File: src/rtl/adder_carry_seq_par_amisha_if.sv
// ----------------------------------------------------------------------------
// adder_carry_seq_par_amisha_if : operand/result handshake bundle of the
// sliced carry adder/subtractor.   Rev 1.0
// ----------------------------------------------------------------------------
`default_nettype none

interface adder_carry_seq_par_amisha_if #(
  parameter int N = 16
);
  logic         in_valid_amisha;
  logic         in_ready_amisha;
  logic [N-1:0] a_amisha;
  logic [N-1:0] b_amisha;
  logic         cin_amisha;
  logic         sub_amisha;
  logic         out_valid_amisha;
  logic         out_ready_amisha;
  logic [N-1:0] sum_amisha;
  logic         cout_amisha;
  logic         ovf_amisha;

  modport master (
    output in_valid_amisha,
    input  in_ready_amisha,
    output a_amisha,
    output b_amisha,
    output cin_amisha,
    output sub_amisha,
    input  out_valid_amisha,
    output out_ready_amisha,
    input  sum_amisha,
    input  cout_amisha,
    input  ovf_amisha
  );

  modport slave (
    input  in_valid_amisha,
    output in_ready_amisha,
    input  a_amisha,
    input  b_amisha,
    input  cin_amisha,
    input  sub_amisha,
    output out_valid_amisha,
    input  out_ready_amisha,
    output sum_amisha,
    output cout_amisha,
    output ovf_amisha
  );
endinterface

`default_nettype wire

File: src/rtl/adder_carry_seq_par_amisha.sv
// ----------------------------------------------------------------------------
// adder_carry_seq_par_amisha : N-bit add/subtract, CHUNK bits per clock with a
// registered inter-slice carry and valid/ready on both sides.   Rev 1.0
// ----------------------------------------------------------------------------
`default_nettype none

module adder_carry_seq_par_amisha #(
  parameter int N     = 16,
  parameter int CHUNK = 4
) (
  input  logic                          clk_amisha,
  input  logic                          rst_n_amisha,
  adder_carry_seq_par_amisha_if.slave   bus
);

  localparam int NSLICE = N / CHUNK;
  localparam int KW     = (NSLICE > 1) ? $clog2(NSLICE) : 1;
  localparam logic [KW-1:0] c_LAST_K = KW'(NSLICE - 1);

  typedef enum logic [1:0] {
    S_IDLE = 2'd0,
    S_ADD  = 2'd1,
    S_DONE = 2'd2
  } state_t;

  state_t          r_state;
  logic [N-1:0]    r_a;
  logic [N-1:0]    r_b;
  logic            r_carry;
  logic [KW-1:0]   r_k;
  logic [N-1:0]    r_sum;
  logic            r_cout;
  logic            r_ovf;
  logic            r_in_ready;
  logic            r_out_valid;

  logic [CHUNK-1:0] w_a_sl;
  logic [CHUNK-1:0] w_b_sl;
  logic [CHUNK-1:0] w_s;
  logic             w_c;
  logic             w_c_msb;
  logic             w_last;
  logic             w_accept;

  // Operands shift right each slice so the active slice is always at the bottom.
  assign w_a_sl   = r_a[CHUNK-1:0];
  assign w_b_sl   = r_b[CHUNK-1:0];
  assign {w_c, w_s} = {1'b0, w_a_sl} + {1'b0, w_b_sl} + {{CHUNK{1'b0}}, r_carry};
  // Carry into the top bit of the slice, recovered from its sum bit.
  assign w_c_msb  = w_s[CHUNK-1] ^ w_a_sl[CHUNK-1] ^ w_b_sl[CHUNK-1];
  assign w_last   = (r_k == c_LAST_K);
  assign w_accept = bus.in_valid_amisha && r_in_ready;

  always_ff @(posedge clk_amisha or negedge rst_n_amisha) begin
    if (!rst_n_amisha) begin
      r_state     <= S_IDLE;
      r_a         <= '0;
      r_b         <= '0;
      r_carry     <= 1'b0;
      r_k         <= '0;
      r_sum       <= '0;
      r_cout      <= 1'b0;
      r_ovf       <= 1'b0;
      r_in_ready  <= 1'b1;
      r_out_valid <= 1'b0;
    end else begin
      unique case (r_state)
        S_IDLE: begin
          if (w_accept) begin
            r_a        <= bus.a_amisha;
            r_b        <= bus.sub_amisha ? ~bus.b_amisha : bus.b_amisha;
            r_carry    <= bus.sub_amisha ? 1'b1 : bus.cin_amisha;
            r_k        <= '0;
            r_in_ready <= 1'b0;
            r_state    <= S_ADD;
          end
        end

        S_ADD: begin
          for (int i = 0; i < NSLICE; i++) begin
            if (r_k == KW'(i)) begin
              r_sum[i*CHUNK +: CHUNK] <= w_s;
            end
          end
          r_a     <= r_a >> CHUNK;
          r_b     <= r_b >> CHUNK;
          r_carry <= w_c;
          r_k     <= r_k + KW'(1);
          if (w_last) begin
            r_cout      <= w_c;
            r_ovf       <= w_c_msb ^ w_c;
            r_out_valid <= 1'b1;
            r_state     <= S_DONE;
          end
        end

        S_DONE: begin
          if (bus.out_ready_amisha) begin
            r_out_valid <= 1'b0;
            r_in_ready  <= 1'b1;
            r_k         <= '0;
            r_state     <= S_IDLE;
          end
        end

        default: begin
          r_out_valid <= 1'b0;
          r_in_ready  <= 1'b1;
          r_state     <= S_IDLE;
        end
      endcase
    end
  end

  assign bus.in_ready_amisha  = r_in_ready;
  assign bus.out_valid_amisha = r_out_valid;
  assign bus.sum_amisha       = r_sum;
  assign bus.cout_amisha      = r_cout;
  assign bus.ovf_amisha       = r_ovf;

endmodule

`default_nettype wire
File: src/flat_wrapper.sv
// flat-port wrapper written by rule: the top's interface ports become plain ports
module adder_carry_seq_par_amisha_flat 
#(
  parameter int N     = 16,
  parameter int CHUNK = 4
)
  (clk_amisha, rst_n_amisha, bus_in_valid_amisha, bus_in_ready_amisha, bus_a_amisha, bus_b_amisha, bus_cin_amisha, bus_sub_amisha, bus_out_valid_amisha, bus_out_ready_amisha, bus_sum_amisha, bus_cout_amisha, bus_ovf_amisha);
  adder_carry_seq_par_amisha_if #(.N(N)) bus_i ();
  input  logic clk_amisha;
  input  logic rst_n_amisha;
  input wire logic [$bits(bus_i.in_valid_amisha)-1:0] bus_in_valid_amisha;
  output wire logic [$bits(bus_i.in_ready_amisha)-1:0] bus_in_ready_amisha;
  input wire logic [$bits(bus_i.a_amisha)-1:0] bus_a_amisha;
  input wire logic [$bits(bus_i.b_amisha)-1:0] bus_b_amisha;
  input wire logic [$bits(bus_i.cin_amisha)-1:0] bus_cin_amisha;
  input wire logic [$bits(bus_i.sub_amisha)-1:0] bus_sub_amisha;
  output wire logic [$bits(bus_i.out_valid_amisha)-1:0] bus_out_valid_amisha;
  input wire logic [$bits(bus_i.out_ready_amisha)-1:0] bus_out_ready_amisha;
  output wire logic [$bits(bus_i.sum_amisha)-1:0] bus_sum_amisha;
  output wire logic [$bits(bus_i.cout_amisha)-1:0] bus_cout_amisha;
  output wire logic [$bits(bus_i.ovf_amisha)-1:0] bus_ovf_amisha;
  assign bus_i.in_valid_amisha = bus_in_valid_amisha;
  assign bus_in_ready_amisha = bus_i.in_ready_amisha;
  assign bus_i.a_amisha = bus_a_amisha;
  assign bus_i.b_amisha = bus_b_amisha;
  assign bus_i.cin_amisha = bus_cin_amisha;
  assign bus_i.sub_amisha = bus_sub_amisha;
  assign bus_out_valid_amisha = bus_i.out_valid_amisha;
  assign bus_i.out_ready_amisha = bus_out_ready_amisha;
  assign bus_sum_amisha = bus_i.sum_amisha;
  assign bus_cout_amisha = bus_i.cout_amisha;
  assign bus_ovf_amisha = bus_i.ovf_amisha;
  adder_carry_seq_par_amisha #(.N(N), .CHUNK(CHUNK)) u_core (.clk_amisha(clk_amisha), .rst_n_amisha(rst_n_amisha), .bus(bus_i));
endmodule
File: config.mk
export PLATFORM = sky130hd
export DESIGN_NAME = adder_carry_seq_par_amisha_flat
export DESIGN_NICKNAME = d
export VERILOG_FILES = /design/src/rtl/adder_carry_seq_par_amisha_if.sv /design/src/rtl/adder_carry_seq_par_amisha.sv /design/src/flat_wrapper.sv
export SDC_FILE = /design/constraint.sdc
export NUM_CORES = 1
export LEC_CHECK = 0
export CORE_MARGIN = 1.5
export CORE_UTILIZATION = 30
export CTS_CLUSTER_SIZE = 8
export DETAILED_ROUTE_END_ITERATION = 6
export PLACE_DENSITY = 0.55
export SYNTH_ARGS = -nofsm -noshare
export SYNTH_HDL_FRONTEND = slang
export SYNTH_SLANG_ARGS = --single-unit
File: constraint.sdc
create_clock -name clk_amisha -period 2.7 [get_ports clk_amisha]
set_input_delay 0.27 -clock clk_amisha [delete_from_list [all_inputs] [get_ports clk_amisha]]
set_output_delay 0.27 -clock clk_amisha [all_outputs]
set_load 0.005 [all_outputs]
==> results of run 1 <==
## cell type report
cell class | count | area (µm²)
Multi-Input combinational cell | 190 | 1210
Sequential cell | 57 | 1430
Clock inverter | 5 | 103
Inverter | 7 | 28.8
Timing Repair Buffer | 63 | 611
Clock buffer | 11 | 141
Fill cell | 901 | 5190
Tap cell | 108 | 135
## synth_stat cells
| master | instances | area [µm²] |
|---|---|---|
| nand2_1 | 55 | 206 |
| mux2_2 | 4 | 45.0 |
| a22oi_1 | 4 | 30.0 |
| ha_1 | 7 | 87.6 |
| xor2_1 | 15 | 131 |
| a21oi_1 | 5 | 25.0 |
| o31ai_1 | 4 | 30.0 |
| buf_4 | 5 | 37.5 |
| o22ai_1 | 12 | 75.1 |
| a21oi_2 | 1 | 8.76 |
| o21ai_1 | 1 | 5.00 |
| mux2i_1 | 13 | 130 |
| mux2_4 | 1 | 15.0 |
| xnor2_1 | 6 | 52.6 |
| nand3_1 | 1 | 5.00 |
| clkbuf_1 | 3 | 11.3 |
| inv_4 | 1 | 6.26 |
| dfrtp_1 | 56 | 1400 |
| o2bb2ai_1 | 1 | 8.76 |
| buf_6 | 3 | 33.8 |
| o21ai_0 | 45 | 225 |
| buf_2 | 4 | 20.0 |
| fa_1 | 2 | 40.0 |
| nand2b_1 | 2 | 12.5 |
| nor2_8 | 1 | 20.0 |
| xor2_2 | 1 | 16.3 |
| dfstp_2 | 1 | 26.3 |
| a21o_1 | 2 | 15.0 |
| inv_1 | 6 | 22.5 |
| nor2_1 | 7 | 26.3 |
## metrics by stage
step                      utilization (%)  std cells  total power [µW]  setup slack, ps  hold WS, ps
after floorplan                         -        269              2760              909        -25.6
after global placement               38.6        425              3350              770          433
after detailed placement             38.6        425              3400              727          438
after CTS                            41.3        441              4390              723         64.3
after global routing                 41.3        441              4710              602          107
final                                41.3        441              4320              758         55.4
## cells in the final DEF (no fill, tap or decap), types with 2 or more instances in the layout
master and n:
a21o_1 2, a21oi_1 5, a22oi_1 4, buf_4 6, bufinv_16 3, clkbuf_8 10, clkdlybuf4s50_1 56, dfrtp_1 56
fa_1 2, ha_1 7, inv_1 6, mux2_2 4, mux2i_1 13, nand2_1 55, nand2b_1 2, nor2_1 7
o21ai_0 45, o22ai_1 12, o31ai_1 4, xnor2_1 6, xor2_1 15
## per-layer routing
layer	vias to the layer above	routed length, µm
li1	1032	-
met1	918	2860
met2	44	2790
met3	9	197
met4	0	112
met5	-	0
## power breakdown
part           leakage (µW)  internal (µW)  switching, µW
logic              0.000759            871            944
registers          0.000714           1250            274
clock network      0.000120            637            341
## worst paths after layout
path	startpoint	to	slack [ps]	depth (start not counted)
max reg2reg	u_core.r_carry	u_core.bus.ovf_amisha	760	8
min	rst_n_amisha	u_core.r_k[0]	60	1
max in group asynchronous	rst_n_amisha	u_core.r_a[14]	1930	2
min in group clk_amisha	u_core.bus.sum_amisha[3]	u_core.bus.sum_amisha[3]	480	2
max	u_core.r_carry	u_core.bus.ovf_amisha	760	8
min reg2reg	u_core.bus.sum_amisha[3]	u_core.bus.sum_amisha[3]	480	2
## critical path, delay by kind of cell, from the launching register on
kind            cells  cell delay (ps)
buf+inv             1               60
simple gates        1              150
xor+xnor            2              310
compound gates      2              330
flops               1              370
fa+ha+maj           2              590
## kinds of logic (layout without fill, tap and decap cells)
family	after synthesis	count (layout)	synth area share, %
AOI/OAI and AO/OA	75	75	15.3
and+or+nand+nor	66	66	9.76
DFF	57	57	51.5
xor gates and xnor gates	22	22	7.23
buffers and inverters	22	86	4.74
muxes	18	18	6.86
adders and majority gates	9	9	4.61
## registers in the layout (all words and copies together), names as in the netlist, 2 cells and up
name and count:
u_core.bus.sum_amisha 16, u_core.r_state 2, u_core.r_k 2, u_core.r_b 16
u_core.r_a 16
==> flow_summary_export.csv, run 1 <==
group,metric,value,unit
sta,fmax,515,MHz
detailed_routing,drtIter0Drc,49,
worst_setup_path,crit_fanout,3,
outcome,status,"completed",
job,maxCapViolCount,0,
detailed_routing,via_per_inst,4.54,
synth,yosysWarnings,0,
power_and_ir_drop,p_leak,0.00159,µW
worst_setup_path,slowest_stage,"fa_1",
worst_setup_path,critical_path_arrival,2150,ps
grt,overflow,0,
floorplan,rows,34,
worst_setup_path,end_kind,"flip-flop",
sta,final_max_slew_viol_count,0,
sta,slew_headroom,41.6,%
detailed_routing,drc,0,
detailed_routing,wl,5960,µm
hold_path,hold_path_class,"input port to asynchronous set/reset pin",
sta,finalCritPeriodShare,71.9,%
grt,grt.met1_usage,16.4,%
sta,rsz0062_at_grt,"no",
detailed_routing,wl_per_cell,13.5,µm
sta,tns,0,ps
sta,skew,9.13,ps
grt,use_met3,2.95,%
cts,numCtsBuffers,9,
placed_design,gp_congestion,0.710,
synth,syn_area_per_cell,10.3,µm²
placed_design,place_area,0.00341,mm²
synth,ys_seq_elements,57,
cts,path_clk_slew,70,ps
cts,clkSinkCount,57,
floorplan,design.die.area,0.00982,mm²
placed_design,dp_hpwl,4400,µm
grt,grt_usage,13.2,%
grt,grt_pass1_vias,2102,
cts,hold_buffers,0,
cts,cts_tree,"done",
cts,cts.htree.levels,3,
worst_setup_path,crit_path_cell_trace,"fa_1, inv_1, fa_1, nand2b_1, a21oi_1, xnor2_1, xnor2_1, o21ai_1",
grt,use_met2,21.5,%
cts,cts.path.max_buffers,2,
cts,clock-root-buffer,"clkbuf_8",
sta,hold_viol,0,
synth,synth_cell_types,30,
worst_setup_path,critPathRequiredTime,2910,ps
grt,grt_pass1_wl,10000,µm
placed_design,port_buffers,57,
finish,drive_gt1_share,9.61,%
synth,synth_seq_area_share,51.5,%
sta,setup_viol,0,
floorplan,core_area,0.00885,mm²
floorplan,die_x,99.1,µm
finish,n_antenna_cell,0,
grt,grt.busiest_layer,"met2",
detailed_routing,vias,2003,
detailed_routing,first_pass_iters,4,
worst_setup_path,startpoint_type,"flip-flop",
finish,nets,375,
grt,grt_antenna_before_repair,0,
floorplan,initial_core_util,31.3,%
power_and_ir_drop,power.density,1180,mW/mm²
grt,grt_max_degree,43,
power_and_ir_drop,ir_worst_vdd,0.370,mV
floorplan,die_h,99.1,µm
floorplan,ios,58,
cts,ctsResizeCount,0,
finish,fin_area,0.00366,mm²
worst_setup_path,cpPeakStageDelay,390,ps
synth,syn_area,0.00277,mm²
sta,layout_min_cycle_time,1940,ps
finish,area_growth_syn_to_layout,32.0,%
sta,worst-slew-pin-transition,875,ps
synth,syn_nets,316,
worst_setup_path,critical_path_class,"flip-flop to flip-flop",
cts,clk_latency,340,ps
cts,post_cts.repair.setup_buffers,0,
synth,syn_inst,269,
detailed_routing,antenna_left,0,
Power figures use the tool's default switching activity.
==> inputs of run 2 (changes only) <==
==> constraint.sdc (replaced) <==
create_clock -name clk_amisha -period 2 [get_ports clk_amisha]
set_input_delay 0.2 -clock clk_amisha [delete_from_list [all_inputs] [get_ports clk_amisha]]
set_output_delay 0.2 -clock clk_amisha [all_outputs]
set_load 0.005 [all_outputs]
==> run 2 against run 1 <==
Setup slack got worse by 610 ps. Routed wire length decreased by 1.5%. Power is 32% higher. Critical path depth unchanged. Cell area is 0.62% higher. Highest routed layer unchanged. Combinational power is 43% higher. Fmax increased by 4.8%.
==> flow_summary_export.csv, run 2 (synthesized netlist as in run 1, its figures left out) <==
group,metric,value,unit
outcome,status,"completed",
grt,grt_usage,13.1,%
sta,layout_min_cycle_time,1850,ps
worst_setup_path,rrSetupSlack,150,ps
floorplan,initial_core_util,31.3,%
worst_setup_path,crit_path_cell_trace,"fa_1, inv_1, fa_1, nand2b_1, a21oi_2, xnor2_1, xnor2_1, o21ai_1",
placed_design,dp_slack,65.7,ps
cts,clkSinkCount,57,
sta,worst_slack,146,ps
finish,fillers,890,
worst_setup_path,endpoint,"u_core.bus.ovf_amisha",
finish,final_cell_mix,"clkdlybuf4s50_1, dfrtp_1, nand2_1",
detailed_routing,antenna_left,0,
sta,worst-slew-pin-transition,663,ps
detailed_routing,wl_per_cell,13.2,µm
finish,nets,379,
finish,drive_gt1_share,11.0,%
sta,tns,0,ps
power_and_ir_drop,power.density,1550,mW/mm²
power_and_ir_drop,p_comb_share,45.4,%
worst_setup_path,r2r-end,"u_core.bus.ovf_amisha",
cts,clock-root-buffer,"clkbuf_8",
power_and_ir_drop,ir_worst_vdd,0.416,mV
power_and_ir_drop,p_clk_share,19.2,%
floorplan,core_area,0.00885,mm²
power_and_ir_drop,power_frac_seq,35.3,%
power_and_ir_drop,p_int,3580,µW
cts,cts_tree,"done",
finish,n_antenna_cell,0,
grt,grt_pass1_wl,9960,µm
worst_setup_path,cpPeakStageDelay,390,ps
detailed_routing,via_per_inst,4.62,
worst_setup_path,r2r-start,"u_core.r_carry",
grt,grt_max_degree,56,
power_and_ir_drop,p_sw,2130,µW
worst_setup_path,end_kind,"flip-flop",
grt,overflow,0,
sta,setup_viol,0,
cts,numCtsBuffers,9,
job,maxCapViolCount,0,
grt,grt_antenna_before_repair,0,
power_and_ir_drop,p_leak,0.00161,µW
placed_design,dp_hpwl,4260,µm
worst_setup_path,crit_start,"u_core.r_carry",
sta,final_max_slew_viol_count,0,
sta,fmax,540,MHz
placed_design,gp_congestion,0.724,
worst_setup_path,startpoint_type,"flip-flop",
power_and_ir_drop,total_power,5710,µW
grt,grt_pass1_vias,1997,
hold_path,hold_path_class,"input port to asynchronous set/reset pin",
detailed_routing,drc,0,
cts,path_clk_slew,70,ps
worst_setup_path,critPathRequiredTime,2210,ps
cts,clk_latency,330,ps
sta,slew_headroom,55.8,%
floorplan,die_x,99.1,µm
sta,hold_viol,0,
detailed_routing,vias,2055,
power_and_ir_drop,p_sw_share,37.3,%
worst_setup_path,slowest_stage,"fa_1",
cts,cts.path.max_buffers,2,
finish,area_growth_syn_to_layout,32.8,%
worst_setup_path,reg2regPathDepth,8,
worst_setup_path,critical_path_arrival,2060,ps
detailed_routing,first_pass_iters,4,
worst_setup_path,critical_path_class,"flip-flop to flip-flop",
detailed_routing,wl,5870,µm
cts,cts.htree.levels,3,
placed_design,port_buffers,57,
floorplan,ios,58,
worst_setup_path,crit_fanout,2,
floorplan,die_h,99.1,µm
sta,whs,436,ps
floorplan,rows,34,
floorplan,design.die.area,0.00982,mm²
sta,skew,9.53,ps
sta,finalCritPeriodShare,92.7,%
detailed_routing,drtIter0Drc,89,
## run 2: area by class of cell
type | instances | area, µm² | area share, %
multi-input cells | 190 | 1210 | 33.0
inverters | 7 | 28.8 | 0.782
flip-flops and latches | 57 | 1430 | 38.8
well taps | 108 | 135 | 3.67
clock buffers | 11 | 151 | 4.11
clock inverters | 5 | 53.8 | 1.46
repair buffers | 67 | 668 | 18.2
## run 2: through the flow
| stage | utilization (%) | instance area (µm²) | std cells |
|---|---|---|---|
| after global placement | 39.0 | 3450 | 427 |
| after detailed placement | 39.0 | 3450 | 427 |
| final | 41.6 | 3680 | 445 |
| after global routing | 41.6 | 3680 | 445 |
| after floorplan | - | 2770 | 269 |
| after CTS | 41.5 | 3670 | 444 |
## run 2: worst max-delay path, delay by kind of cell (launching register included)
kind,cells,cell delay (ps)
AO/OA/AOI/OAI,2,240
XOR/XNOR,2,280
adder cells (fa/ha/maj),2,600
buffers and inverters,1,60
flip-flops,1,380
AND/OR/NAND/NOR,1,170
## run 2: per-layer routing
metal	wire length (µm)	track usage, %
met5	0	0
met4	51	5.53
met3	270	4.01
met2	2780	19.9
met1	2780	17.4
## run 2: how the worst min path moves through the flow
stage                  from                  endpoint  slack, ps  cells past startpoint
2_1_floorplan  rst_n_amisha    u_core.bus.cout_amisha       -100                      0
3_3_place_gp   rst_n_amisha  u_core.bus.sum_amisha[4]        270                      1
3_5_place_dp   rst_n_amisha  u_core.bus.sum_amisha[5]        270                      1
4_1_cts        rst_n_amisha            u_core.r_b[15]        440                      2
5_1_grt        rst_n_amisha  u_core.bus.sum_amisha[5]        490                      2
6_report       rst_n_amisha            u_core.r_b[15]        440                      2
## run 2: what timing repair did
| action | 4_1_cts | 5_1_grt |
|---|---|---|
| endpoints found under the hold margin | 26 | 0 |
| buffers inserted | 0 | 1 |
| hold buffers | 1 | 0 |
| resized for setup | 0 | 1 |
| setup endpoints to repair | 0 | 1 |
## run 2: power groups by stage
stage | Sequential [µW] | Combinational [µW] | Clock, µW
CTS | 2030 | 2630 | 1140
floorplan | 1980 | 1760 | 0
global route | 2100 | 2960 | 1200
finish | 2020 | 2600 | 1100
detailed placement | 2050 | 2620 | 0
global placement | 2030 | 2560 | 0
